[src/rtl/vertex_accum_buffer.sv]
// Sums PARTS partial vertex results per node id and queues completed sums in a DEPTH-entry FIFO.
// Define VERTEX_ACCUM_SAT_EN to saturate accumulation instead of wrapping.
module vertex_accum_buffer #(
    parameter int FV_SIZE   = 16,
    parameter int NODE_ID_W = 7,
    parameter int PARTS     = 4,
    parameter int DEPTH     = 4
) (
    input  logic                       clk,
    input  logic                       reset,
    input  logic                       vin_valid,
    output logic                       vin_ready,
    input  logic [FV_SIZE-1:0]         vin_data,
    input  logic [NODE_ID_W-1:0]       vin_node_id,
    output logic                       out_valid,
    input  logic                       out_ready,
    output logic [FV_SIZE-1:0]         out_data,
    output logic [NODE_ID_W-1:0]       out_node_id,
    output logic                       seq_err,
    output logic [$clog2(DEPTH):0]     fifo_count
);

    localparam int CNT_W = $clog2(PARTS);
    localparam int PTR_W = $clog2(DEPTH);
    localparam int FC_W  = PTR_W + 1;
    localparam logic [CNT_W-1:0] CNT_LAST = CNT_W'(PARTS - 1);
    localparam logic [FC_W-1:0]  FULL     = FC_W'(DEPTH);

    typedef enum logic [0:0] {IDLE = 1'b0, ACCUM = 1'b1} state_t;

    state_t                 state_r, state_s;
    logic [FV_SIZE-1:0]     acc_r, acc_s, sum_s;
    logic [CNT_W-1:0]       cnt_r, cnt_s;
    logic [NODE_ID_W-1:0]   cur_id_r, cur_id_s;
    logic                   push_s, seq_err_s, seq_err_r, accept_s, pop_s;
    logic [FV_SIZE-1:0]     mem_data_r [DEPTH];
    logic [NODE_ID_W-1:0]   mem_id_r   [DEPTH];
    logic [PTR_W-1:0]       wr_ptr_r, rd_ptr_r;
    logic [FC_W-1:0]        count_r;

    function automatic logic [FV_SIZE-1:0] add_fn(input logic [FV_SIZE-1:0] a,
                                                  input logic [FV_SIZE-1:0] b);
        logic [FV_SIZE:0] s;
        s = {1'b0, a} + {1'b0, b};
`ifdef VERTEX_ACCUM_SAT_EN
        if (s[FV_SIZE]) begin
            return {FV_SIZE{1'b1}};
        end else begin
            return s[FV_SIZE-1:0];
        end
`else
        return s[FV_SIZE-1:0];
`endif
    endfunction

    // Ready depends only on registered occupancy, never on out_ready.
    assign vin_ready   = (count_r != FULL);
    assign out_valid   = (count_r != {FC_W{1'b0}});
    assign accept_s    = vin_valid & vin_ready;
    assign pop_s       = out_valid & out_ready;
    assign fifo_count  = count_r;
    assign out_data    = mem_data_r[rd_ptr_r];
    assign out_node_id = mem_id_r[rd_ptr_r];
    assign seq_err     = seq_err_r;

    // Next-state and accumulator update for each accepted beat.
    always_comb begin
        state_s   = state_r;
        acc_s     = acc_r;
        cnt_s     = cnt_r;
        cur_id_s  = cur_id_r;
        push_s    = 1'b0;
        seq_err_s = 1'b0;
        sum_s     = add_fn(acc_r, vin_data);
        if (accept_s) begin
            case (state_r)
                IDLE: begin
                    acc_s    = vin_data;
                    cur_id_s = vin_node_id;
                    cnt_s    = CNT_W'(1);
                    state_s  = ACCUM;
                end
                ACCUM: begin
                    if (vin_node_id != cur_id_r) begin
                        // Interrupted node: drop its partial sum and restart on the new id.
                        seq_err_s = 1'b1;
                        acc_s     = vin_data;
                        cur_id_s  = vin_node_id;
                        cnt_s     = CNT_W'(1);
                        state_s   = ACCUM;
                    end else if (cnt_r == CNT_LAST) begin
                        push_s  = 1'b1;
                        acc_s   = sum_s;
                        cnt_s   = {CNT_W{1'b0}};
                        state_s = IDLE;
                    end else begin
                        acc_s = sum_s;
                        cnt_s = cnt_r + CNT_W'(1);
                    end
                end
                default: begin
                    state_s = IDLE;
                end
            endcase
        end else begin
            state_s = state_r;
        end
    end

    // Accumulator state registers.
    always_ff @(posedge clk or posedge reset) begin
        if (reset) begin
            state_r   <= IDLE;
            acc_r     <= {FV_SIZE{1'b0}};
            cnt_r     <= {CNT_W{1'b0}};
            cur_id_r  <= {NODE_ID_W{1'b0}};
            seq_err_r <= 1'b0;
        end else begin
            state_r   <= state_s;
            acc_r     <= acc_s;
            cnt_r     <= cnt_s;
            cur_id_r  <= cur_id_s;
            seq_err_r <= seq_err_s;
        end
    end

    // Output FIFO storage, pointers and occupancy.
    always_ff @(posedge clk or posedge reset) begin
        if (reset) begin
            for (int i = 0; i < DEPTH; i++) begin
                mem_data_r[i] <= {FV_SIZE{1'b0}};
                mem_id_r[i]   <= {NODE_ID_W{1'b0}};
            end
            wr_ptr_r <= {PTR_W{1'b0}};
            rd_ptr_r <= {PTR_W{1'b0}};
            count_r  <= {FC_W{1'b0}};
        end else begin
            if (push_s) begin
                mem_data_r[wr_ptr_r] <= sum_s;
                mem_id_r[wr_ptr_r]   <= cur_id_r;
                wr_ptr_r             <= wr_ptr_r + PTR_W'(1);
            end
            if (pop_s) begin
                rd_ptr_r <= rd_ptr_r + PTR_W'(1);
            end
            case ({push_s, pop_s})
                2'b10:   count_r <= count_r + FC_W'(1);
                2'b01:   count_r <= count_r - FC_W'(1);
                default: count_r <= count_r;
            endcase
        end
    end

endmodule
[config.mk]
export PLATFORM = sky130hd
export DESIGN_NAME = vertex_accum_buffer
export DESIGN_NICKNAME = d
export VERILOG_FILES = /design/src/rtl/vertex_accum_buffer.sv
export SDC_FILE = /design/constraint.sdc
export NUM_CORES = 1
export LEC_CHECK = 0
export BUFFER_PORTS_ARGS = -buffer_cell sky130_fd_sc_hd__buf_4
export CAP_MARGIN = 30
export CORE_UTILIZATION = 54
export DETAILED_ROUTE_END_ITERATION = 6
export PLACE_DENSITY = 0.75
export RECOVER_POWER = 50
export SLEW_MARGIN = 20
export SYNTH_ARGS = -nofsm -noshare
export SYNTH_HDL_FRONTEND = slang
export SYNTH_SLANG_ARGS = --single-unit
[constraint.sdc]
create_clock -name clk -period 3.6 [get_ports clk]
set_input_delay 0.36 -clock clk [delete_from_list [all_inputs] [get_ports clk]]
set_output_delay 0.36 -clock clk [all_outputs]
set_load 0.02 [all_outputs]
==> results of run 1 <==
-- power by group through the flow --
stage / combinational (W) / clock, W / sequential, W
floorplan: 0.00105 / 0 / 0.00167
global placement: 0.00137 / 0 / 0.00166
detailed placement: 0.00142 / 0 / 0.00168
CTS: 0.00143 / 0.00178 / 0.00165
global route: 0.00153 / 0.00185 / 0.00167
finish: 0.00137 / 0.00175 / 0.00165
-- registers in the layout, summed over array words and instances, names as in the netlist --
signal / flops
rd_ptr_r: 2
cur_id_r: 7
mem_data_r: 64
acc_r: 16
state_r: 1
seq_err: 1
cnt_r: 2
mem_id_r: 28
wr_ptr_r: 2
fifo_count: 3
-- final cells by class --
type / instances / area [um^2] / share of cell area [%]
clock buffer: 22 / 474 / 6.05
multi-input combinational: 323 / 3390 / 43.3
tap: 168 / 210 / 2.68
inverter: 9 / 35.0 / 0.447
sequential: 126 / 3150 / 40.2
clock inverter: 10 / 136 / 1.74
timing repair buffer: 62 / 437 / 5.57
-- worst min-delay path by stage --
stage                                          to  slack (ps)  cells past startpoint
after CTS                 cur_id_r[5]$_DFFE_PP0P_         150                      3
after detailed placement  rd_ptr_r[1]$_DFFE_PP0P_         290                      2
final                     cur_id_r[5]$_DFFE_PP0P_         160                      3
after floorplan              acc_r[0]$_DFFE_PP0P_         450                      2
after global routing      cur_id_r[5]$_DFFE_PP0P_         160                      3
after global placement    rd_ptr_r[1]$_DFFE_PP0P_         290                      2
-- through the flow --
stage	hold slack, ps	setup WS, ps	util, %	cell area (um^2)	std cells
finish	160	749	64.4	7830	720
global route	163	487	64.4	7830	720
CTS	146	980	64.9	7900	720
detailed placement	293	904	59.8	7270	687
global placement	289	922	59.8	7270	687
floorplan	454	974	-	6830	480
-- metal layers --
metal / GRT usage (%) / share of wire [%]
met1: 32.1 / 46
met5: 0 / 0
met3: 5.93 / 3.9
met4: 7.79 / 1.1
met2: 37.2 / 49
-- cell families (layout without fill, tap and decap cells) --
logic type               count (synthesis)  count (layout)  share of synthesized area [%]
multiplexers                           134             134                           30.0
adder cells (fa/ha/maj)                 23              23                           4.44
AO/OA/AOI/OAI                           67              67                           6.07
buffers and inverters                   31             103                           3.94
XOR/XNOR                                25              25                           3.21
flip-flops                             126             126                           46.2
AND/OR/NAND/NOR                         74              74                           6.10
-- critical path: stages, from the launching register on --
cell and delay, ps:
dfrtp_1 440, xnor2_1 240, nand4_1 130, nor4_1 510, and4_4 510, inv_1 80, ha_1 230, inv_1 70
fa_1 170, xor2_1 140, nor2_1 60, xor2_1 140
-- layout by cell type, fill, tap and decap left out, drive strengths merged, types with 6 or more instances in the layout --
cell / n
o21ai: 25
mux2: 97
nand2: 41
clkbuf: 32
dfrtp: 126
xor2: 11
mux4: 23
mux2i: 14
xnor2: 14
a21oi: 17
inv: 8
ha: 21
nor2: 11
buf: 51
a21o: 6
-- timing repair --
item | CTS | global route
hold endpoints to repair | 5 | 0
endpoints found under the setup margin | 0 | 0
hold buffers | 1 | 0
==> results.txt, run 1 <==
Mapped Nets -> 530
DRT Pass-1 Iters -> 4
layout cells sized above 1 -> 38.4%
failing checks -> max-capacitance violations, max-slew violations
gpl congestion -> 0.843
most frequent cell after synthesis -> dfrtp_1
relative slew slack -> -6.41%
switching part of the total -> 32.8%
clock slew seen by the registers of the worst setup and hold paths -> 60 ps
Syn. warnings -> 0
VDD IR max -> 0.538 mV
first-pass GRT wire length -> 23100 um
RSZ-0062 raised after global routing -> no
CTS tree -> built
sequential area share after synthesis -> 46.2%
Worst Setup Path Type -> flop to flop
Final Skew -> 8.27 ps
Die H -> 114 um
Combinational Power Share -> 28.8%
Total GRT Usage -> 23.6%
Post-CTS Resized -> 0
Antenna Nets Post-Route -> 0
wire length per cell -> 19.2 um
fillcell total -> 897
Final Max Slew Viols -> 103
worst setup path end -> fifo_count[2]$_DFFE_PP0P_
HP Class -> input pin to flop
worst skew pair latency -> 420 ps
Critical Path Fanout Max -> 9
type of element capturing the critical path -> flop
total congestion overflow -> 0
slew at the pin with the worst max-slew slack -> 1600 ps
Final #Nets -> 589
Pleak -> 4.01 nW
Reg power frac -> 34.6%
Initial Util -> 56.1%
initial drt markers -> 220
I/O Buffers -> 55
postcts setup bufs -> 0
Num CTS Buffers -> 17
DR vias/cell -> 5.64
worst r2r dst -> fifo_count[2]$_DFFE_PP0P_
outcome -> finished with violations
initial antenna violation count -> 0
total power -> 0.00478 W
critical path launch point type -> flop
Post-synth EDFFs -> 0
diodes inserted -> 0
maximum capacitance violations -> 2
Layout area overhead -> 14.8%
Peak Freq -> 0.351 GHz
Worst Setup SP -> cur_id_r[2]$_DFFE_PP0P_
die area -> 13100 um^2
Worst Path Arrival -> 3140 ps
R2R depth -> 11
top cells by area, synth -> dfrtp_1, mux2_4, mux4_2
Internal -> 0.00321 W
Post-route DRC -> 0
clock sink total -> 126
Synth top cells by count -> dfrtp_1, mux2_4, nand2_1
reg2reg setup slack -> 750 ps
core area -> 12200 um^2
Die Span X -> 114 um
Site Rows -> 40
number of global-route vias before repair -> 4342
Mapped Area -> 6830 um^2
syn_area_per_cell -> 14.2 um^2
final worst path period share -> 79.2%
DP HPWL -> 8730 um
Main synth FF type -> dfrtp_1
final setup fails -> 0
CTS Buffer Depth -> 2
via count -> 4059
register bit total from synthesis -> 126
async set-reset flop share out of synthesis -> 100%
DRT Wirelength -> 13800 um
R2R Path Start -> cur_id_r[2]$_DFFE_PP0P_
largest net degree at the start of global routing -> 67
number of H-tree levels -> 4
final hold vios -> 0
Clock power frac -> 36.7%
Sw Pwr -> 0.00157 W
Min Clock Period, post-route -> 2850 ps
area leader, netlist -> dfrtp_1
Post-Syn Instances -> 480
setup TNS -> 0 ps
Root Buffer -> clkbuf_16
Ports -> 56
pwr dens -> 610 nW/um^2
Min-Delay Startpoint -> vin_node_id[5]
share of the synthesized area in the top cell type -> 46.2%
Req. time, crit path -> 3890 ps
post-synth cell types -> 45
Note: power is estimated with default switching activity, not from simulation.
==> run 2: changes to the inputs <==
--- a/config.mk
+++ b/config.mk
@@ -5,11 +5,12 @@
 export SDC_FILE = /design/constraint.sdc
 export NUM_CORES = 1
 export LEC_CHECK = 0
+export ABC_AREA = 1
 export BUFFER_PORTS_ARGS = -buffer_cell sky130_fd_sc_hd__buf_4
 export CAP_MARGIN = 30
-export CORE_UTILIZATION = 54
+export CORE_UTILIZATION = 55
 export DETAILED_ROUTE_END_ITERATION = 6
-export PLACE_DENSITY = 0.75
+export PLACE_DENSITY = 0.76
 export RECOVER_POWER = 50
 export SLEW_MARGIN = 20
 export SYNTH_ARGS = -nofsm -noshare
==> constraint.sdc (replaced) <==
create_clock -name clk -period 2.6 [get_ports clk]
set_input_delay 0.26 -clock clk [delete_from_list [all_inputs] [get_ports clk]]
set_output_delay 0.26 -clock clk [all_outputs]
set_load 0.02 [all_outputs]
==> run 2 against run 1 <==
Effect of this change: the run now ends clean; setup slack worse by 550 ps; final cell count up 73%; sequential share of layout area shrank 2.8 points; critical path depth decreased by 1; largest power group is now combinational cells; design area is 7.6% higher; critical path type unchanged; die area rose by 5.1%; synthesized cell count grew 110%; total power is 74% higher; area after synthesis is 7.1% higher; sequential cell count stayed put.
==> results.txt, run 2 <==
most frequent cell after synthesis -> nand2_1
type of element capturing the critical path -> flop
Site Rows -> 41
CTS Buffer Depth -> 2
DRT Wirelength -> 16000 um
gpl congestion -> 0.879
Final Max Slew Viols -> 0
Final Skew -> 7.47 ps
first-pass GRT wire length -> 27300 um
initial drt markers -> 416
crit path cell chain -> xnor2_1, nand3_1, nor2_8, nand2_4, nor2_8, nand2_1, ha_1, inv_1, fa_1, o21ai_0
initial antenna violation count -> 0
DR vias/cell -> 4.88
DP HPWL -> 10100 um
Final #Nets -> 1115
total congestion overflow -> 0
Slowest cell on crit path -> dfrtp_1
outcome -> finished, final reports clean
Peak Freq -> 0.417 GHz
share of the synthesized area in the top cell type -> 43.1%
Layout area overhead -> 15.2%
Post-route DRC -> 0
Min Clock Period, post-route -> 2400 ps
Setup Slack @ Placement -> 373 ps
wire length per cell -> 12.9 um
RSZ-0062 raised after global routing -> no
Antenna Nets Post-Route -> 0
Initial Util -> 57.3%
I/O Buffers -> 55
Main synth FF type -> dfrtp_1
final worst path period share -> 92.2%
commonest non-fill, non-tap cell in the layout -> nand2_1
worst skew pair latency -> 420 ps
pwr dens -> 987 nW/um^2
Die H -> 117 um
most frequent CP cell -> nor2_8
CTS tree -> built
most flop-heavy register -> mem_data_r
Worst Path Arrival -> 2700 ps
Die Span X -> 117 um
most frequent cells in the layout -> nand2_1, inv_1, dfrtp_1
Syn. warnings -> 0
relative slew slack -> 24.0%
Total GRT Usage -> 25.1%
Post-Syn Instances -> 1018
post-synth cell types -> 30
Largest regs -> mem_data_r x64, mem_id_r x28, acc_r x16
number of H-tree levels -> 4
Largest register FFs -> 64
maximum capacitance violations -> 0
fillcell total -> 1081
layout cells sized above 1 -> 10.4%
number of global-route vias before repair -> 5809
Synth top cells by count -> nand2_1, inv_1, dfrtp_1
slew at the pin with the worst max-slew slack -> 1130 ps
setup TNS -> 0 ps
final hold vios -> 0
Post-synth EDFFs -> 0
diodes inserted -> 0
Num CTS Buffers -> 17
HP Class -> input pin to flop
Final Worst Setup Slack -> 202 ps
VDD IR max -> 0.481 mV
DRT Pass-1 Iters -> 7
Req. time, crit path -> 2900 ps
via count -> 6091
clock slew seen by the registers of the worst setup and hold paths -> 50 ps
area of the multi-input gates -> 3040 um^2
core area -> 12800 um^2
final setup fails -> 0
Root Buffer -> clkbuf_16
Pleak -> 4.67 nW
syn_area_per_cell -> 7.18 um^2
largest net degree at the start of global routing -> 58
Ports -> 56
async set-reset flop share out of synthesis -> 100%
critical path launch point type -> flop
Mapped Nets -> 1068
FF/Latch Area -> 3150 um^2
register bit total from synthesis -> 126
worst path bufs/invs -> 1
clock sink total -> 126
sequential area share after synthesis -> 43.1%
CP top delay family -> simple AND/OR/NAND/NOR gates
Critical Path Fanout Max -> 7
CP max stage delay -> 440 ps
Worst Setup Path Type -> flop to flop
Mapped Area -> 7310 um^2
top cells by area, synth -> dfrtp_1, nand2_1, inv_1
die area -> 13800 um^2
area leader, netlist -> dfrtp_1
run 2: changes by cell type after synthesis, moves of 13 or more:
cell     delta
mux2_2     -17
o21ai_1    +57
mux4_2     -23
buf_2      +13
nor2_1     +47
nand3_1    +38
nand2_1   +222
mux2i_1    -14
inv_1     +227
a21oi_1    +81
mux2_4     -80
run 2: final cells by class:
| class | instances | area share, % |
|---|---|---|
| repair buffers | 66 | 5.76 |
| multi-input cells | 609 | 36.1 |
| inverters | 245 | 10.9 |
| well taps | 172 | 2.55 |
| clock inverters | 7 | 1.60 |
| flip-flops and latches | 126 | 37.4 |
| clock buffers | 23 | 5.67 |
run 2: timing repair:
item | 4_1_cts | 5_1_grt
hold buffers | 1 | 0
endpoints found under the setup margin | 1 | 0
resized for setup | 1 | 0
buffers inserted | 0 | 0
hold endpoints to repair | 24 | 0
run 2: routing by layer:
| layer | part of all wire [%] | wire (um) | GRT usage, % |
|---|---|---|---|
| met1 | 46 | 7400 | 33.1 |
| met3 | 5.6 | 903 | 6.32 |
| met4 | 1.6 | 255 | 8.36 |
| met5 | 0 | 0 | 0 |
| met2 | 47 | 7480 | 40.2 |
run 2: final timing paths:
check,from,end,slack (ps),cells after the start
setup / recovery,cur_id_r[5]$_DFFE_PP0P_,fifo_count[1]$_DFFE_PP0P_,200,10
hold / removal,vin_node_id[6],cur_id_r[6]$_DFFE_PP0P_,110,3
setup reg to reg,cur_id_r[5]$_DFFE_PP0P_,fifo_count[1]$_DFFE_PP0P_,200,10
hold reg to reg,cnt_r[1]$_DFFE_PP0P_,cnt_r[1]$_DFFE_PP0P_,490,2
max in group asynchronous,reset,mem_data_r[37]$_DFFE_PP0P_,650,4
min in group asynchronous,reset,cnt_r[0]$_DFFE_PP0P_,630,3
run 2: power by group:
part	switching [W]	leakage (nW)	internal [W]
registers	0.000180	1.21	0.00216
logic	0.00235	3.15	0.00115
clock network	0.000818	0.303	0.00166
total	0.00335	4.67	0.00497
run 2: through the flow:
step	cell area (um^2)	utilization [%]	total power [W]	hold slack [ps]	instances
floorplan	7320	-	0.00470	405	1018
global placement	7870	61.6	0.00582	376	1217
detailed placement	7870	61.6	0.00587	373	1217
CTS	8490	66.5	0.00838	91.0	1248
global route	8430	66.0	0.00884	98.6	1248
finish	8430	66.0	0.00832	106	1248
run 2: logic make-up (layout without fill, tap and decap cells):
group                    Yosys count  after routing  synth area share, %
buffers and inverters            283            341                 15.2
AND/OR/NAND/NOR                  384            384                 22.9
flip-flops                       126            126                 43.1
adder cells (fa/ha/maj)           23             23                 4.14
AO/OA/AOI/OAI                    188            188                 13.0
XOR/XNOR                          14             14                 1.68
run 2: tightest hold or removal path: stages:
cell     delay [ps]
buf_4           100
nand3_1          70
nand2_1          60
==> run 3: changes to the inputs <==
--- a/config.mk
+++ b/config.mk
@@ -8,9 +8,9 @@
 export ABC_AREA = 1
 export BUFFER_PORTS_ARGS = -buffer_cell sky130_fd_sc_hd__buf_4
 export CAP_MARGIN = 30
-export CORE_UTILIZATION = 55
+export CORE_UTILIZATION = 40
 export DETAILED_ROUTE_END_ITERATION = 6
-export PLACE_DENSITY = 0.76
+export PLACE_DENSITY = 0.58
 export RECOVER_POWER = 50
 export SLEW_MARGIN = 20
 export SYNTH_ARGS = -nofsm -noshare
==> run 3 against run 2 <==
Effect of this change: utilization decreased by 18 points; final cell count increased by 5.1%; combinational power increased by 1%; design area increased by 1.6%; sequential cell count unchanged; maximum frequency increased by 5.9%; critical endpoint unchanged; sequential share of layout area decreased by 0.58 points; clock power about the same; wire length increased by 6.4%; die area increased by 37%; non-clock buffer count increased by 5; register-to-register slack improved by 130 ps.
==> results.txt, run 3 (synthesized netlist as in run 2, its figures left out) <==
outcome -> finished, final reports clean
initial antenna violation count -> 0
Worst Setup Path Type -> flop to flop
reg2reg setup slack -> 340 ps
Req. time, crit path -> 2940 ps
number of global-route vias before repair -> 5768
Critical Path Fanout Max -> 7
final hold vios -> 0
DRT Pass-1 Iters -> 5
most flop-heavy register -> mem_data_r
CTS tree -> built
Die H -> 137 um
Site Rows -> 49
CP max stage delay -> 450 ps
DRT Wirelength -> 17100 um
Clock power frac -> 29.4%
Combinational Power Share -> 42.6%
die area -> 18800 um^2
VDD IR max -> 0.437 mV
Final #Nets -> 1120
gpl congestion -> 0.821
DR vias/cell -> 4.64
crit path cell chain -> xnor2_1, nand3_1, nor2_8, nand2_4, nor2_8, nand2_1, ha_1, inv_1, fa_1, o21ai_0
clock slew seen by the registers of the worst setup and hold paths -> 60 ps
fin util -> 47.7%
setup TNS -> 0 ps
switching part of the total -> 41.1%
diodes inserted -> 0
number of H-tree levels -> 4
Layout area overhead -> 17.1%
CP top delay family -> simple AND/OR/NAND/NOR gates
fillcell total -> 1876
Internal -> 0.00490 W
HP Class -> input pin to flop
Ports -> 56
critical path launch point type -> flop
Sw Pwr -> 0.00342 W
worst path bufs/invs -> 1
Min Clock Period, post-route -> 2260 ps
Peak Freq -> 0.442 GHz
via count -> 6082
maximum capacitance violations -> 0
Worst Path Arrival -> 2600 ps
slew at the pin with the worst max-slew slack -> 960 ps
final setup fails -> 0
Final Skew -> 8.01 ps
final worst path period share -> 87.1%
initial drt markers -> 380
Antenna Nets Post-Route -> 0
Largest register FFs -> 64
total congestion overflow -> 0
CTS Buffer Depth -> 2
most frequent CP cell -> nor2_8
Num CTS Buffers -> 17
Slowest cell on crit path -> dfrtp_1
Pleak -> 4.70 nW
largest net degree at the start of global routing -> 68
Final Max Slew Viols -> 0
wire length per cell -> 13.0 um
core area -> 18000 um^2
area of the multi-input gates -> 3040 um^2
clock sink total -> 126
Die Span X -> 137 um
worst skew pair latency -> 420 ps
RSZ-0062 raised after global routing -> no
first-pass GRT wire length -> 29200 um
DP HPWL -> 11300 um
I/O Buffers -> 55
most frequent cells in the layout -> nand2_1, inv_1, dfrtp_1
FF/Latch Area -> 3150 um^2
Post-route DRC -> 0
Largest regs -> mem_data_r x64, mem_id_r x28, acc_r x16
layout cells sized above 1 -> 11.1%
Initial Util -> 40.7%
type of element capturing the critical path -> flop
Reg power frac -> 28.0%
relative slew slack -> 36.0%
Root Buffer -> clkbuf_16
commonest non-fill, non-tap cell in the layout -> nand2_1
pwr dens -> 972 nW/um^2
Total GRT Usage -> 20.2%
[run 3: cell types whose count changed in the layout (fill, tap and decap cells not counted), moves of 2 or more]
cell / previous run / this run
buf_12: 1 / 3
buf_4: 54 / 58
clkbuf_1: 9 / 7
clkinv_1: 0 / 2
clkinvlp_4: 0 / 2
[run 3: worst register-to-register path, cell delays in order (launching register included)]
cell	delay [ps]
dfrtp_1	450
xnor2_1	190
nand3_1	190
nor2_8	280
nand2_4	110
nor2_8	90
nand2_1	60
ha_1	180
inv_1	90
fa_1	410
o21ai_0	150
[run 3: per-layer routing]
metal	track usage (%)	routed length [um]	vias up
li1	-	-	3191
met1	28.4	8470	2786
met5	0	0	-
met3	3.38	560	18
met4	6.41	230	0
met2	31.6	7800	87
[run 3: power groups by stage]
stage / sequential, W / combinational, W / clock, W
floorplan: 0.00236 / 0.00234 / 0
global placement: 0.00236 / 0.00360 / 0
detailed placement: 0.00236 / 0.00362 / 0
CTS: 0.00233 / 0.00363 / 0.00250
global route: 0.00236 / 0.00398 / 0.00258
finish: 0.00233 / 0.00354 / 0.00245
[run 3: cell type report]
class	count	share of cell area (%)
sequential	126	36.8
multi-input combinational	609	35.6
tap	229	3.35
clock inverter	11	1.62
timing repair buffer	71	6.40
inverter	245	10.8
clock buffer	21	5.49
[run 3: per-stage QoR]
step / hold slack, ps / worst slack [ps] / total power, W / area, um^2 / std cells
2_1_floorplan: 405 / 130 / 0.00470 / 7320 / 1018
3_3_place_gp: 282 / 410 / 0.00596 / 7990 / 1279
3_5_place_dp: 285 / 306 / 0.00599 / 7990 / 1279
4_1_cts: 90.8 / 320 / 0.00846 / 8610 / 1312
5_1_grt: 108 / 149 / 0.00892 / 8560 / 1312
6_report: 103 / 335 / 0.00832 / 8560 / 1312
[run 3: path summary, 6_finish.rpt]
| kind | from | cells after the start | end |
|---|---|---|---|
| max reg2reg | cur_id_r[6]$_DFFE_PP0P_ | 10 | fifo_count[1]$_DFFE_PP0P_ |
| max in group asynchronous | reset | 4 | acc_r[3]$_DFFE_PP0P_ |
| max | cur_id_r[6]$_DFFE_PP0P_ | 10 | fifo_count[1]$_DFFE_PP0P_ |
| min in group asynchronous | reset | 3 | fifo_count[2]$_DFFE_PP0P_ |
| min | vin_data[12] | 3 | acc_r[12]$_DFFE_PP0P_ |
| min reg2reg | rd_ptr_r[1]$_DFFE_PP0P_ | 1 | rd_ptr_r[1]$_DFFE_PP0P_ |
[run 3: timing repair]
item,4_1_cts,5_1_grt
endpoints found under the hold margin,13,0
hold buffers,1,0
endpoints found under the setup margin,0,0
resized for setup,0,0
setup buffers,0,0
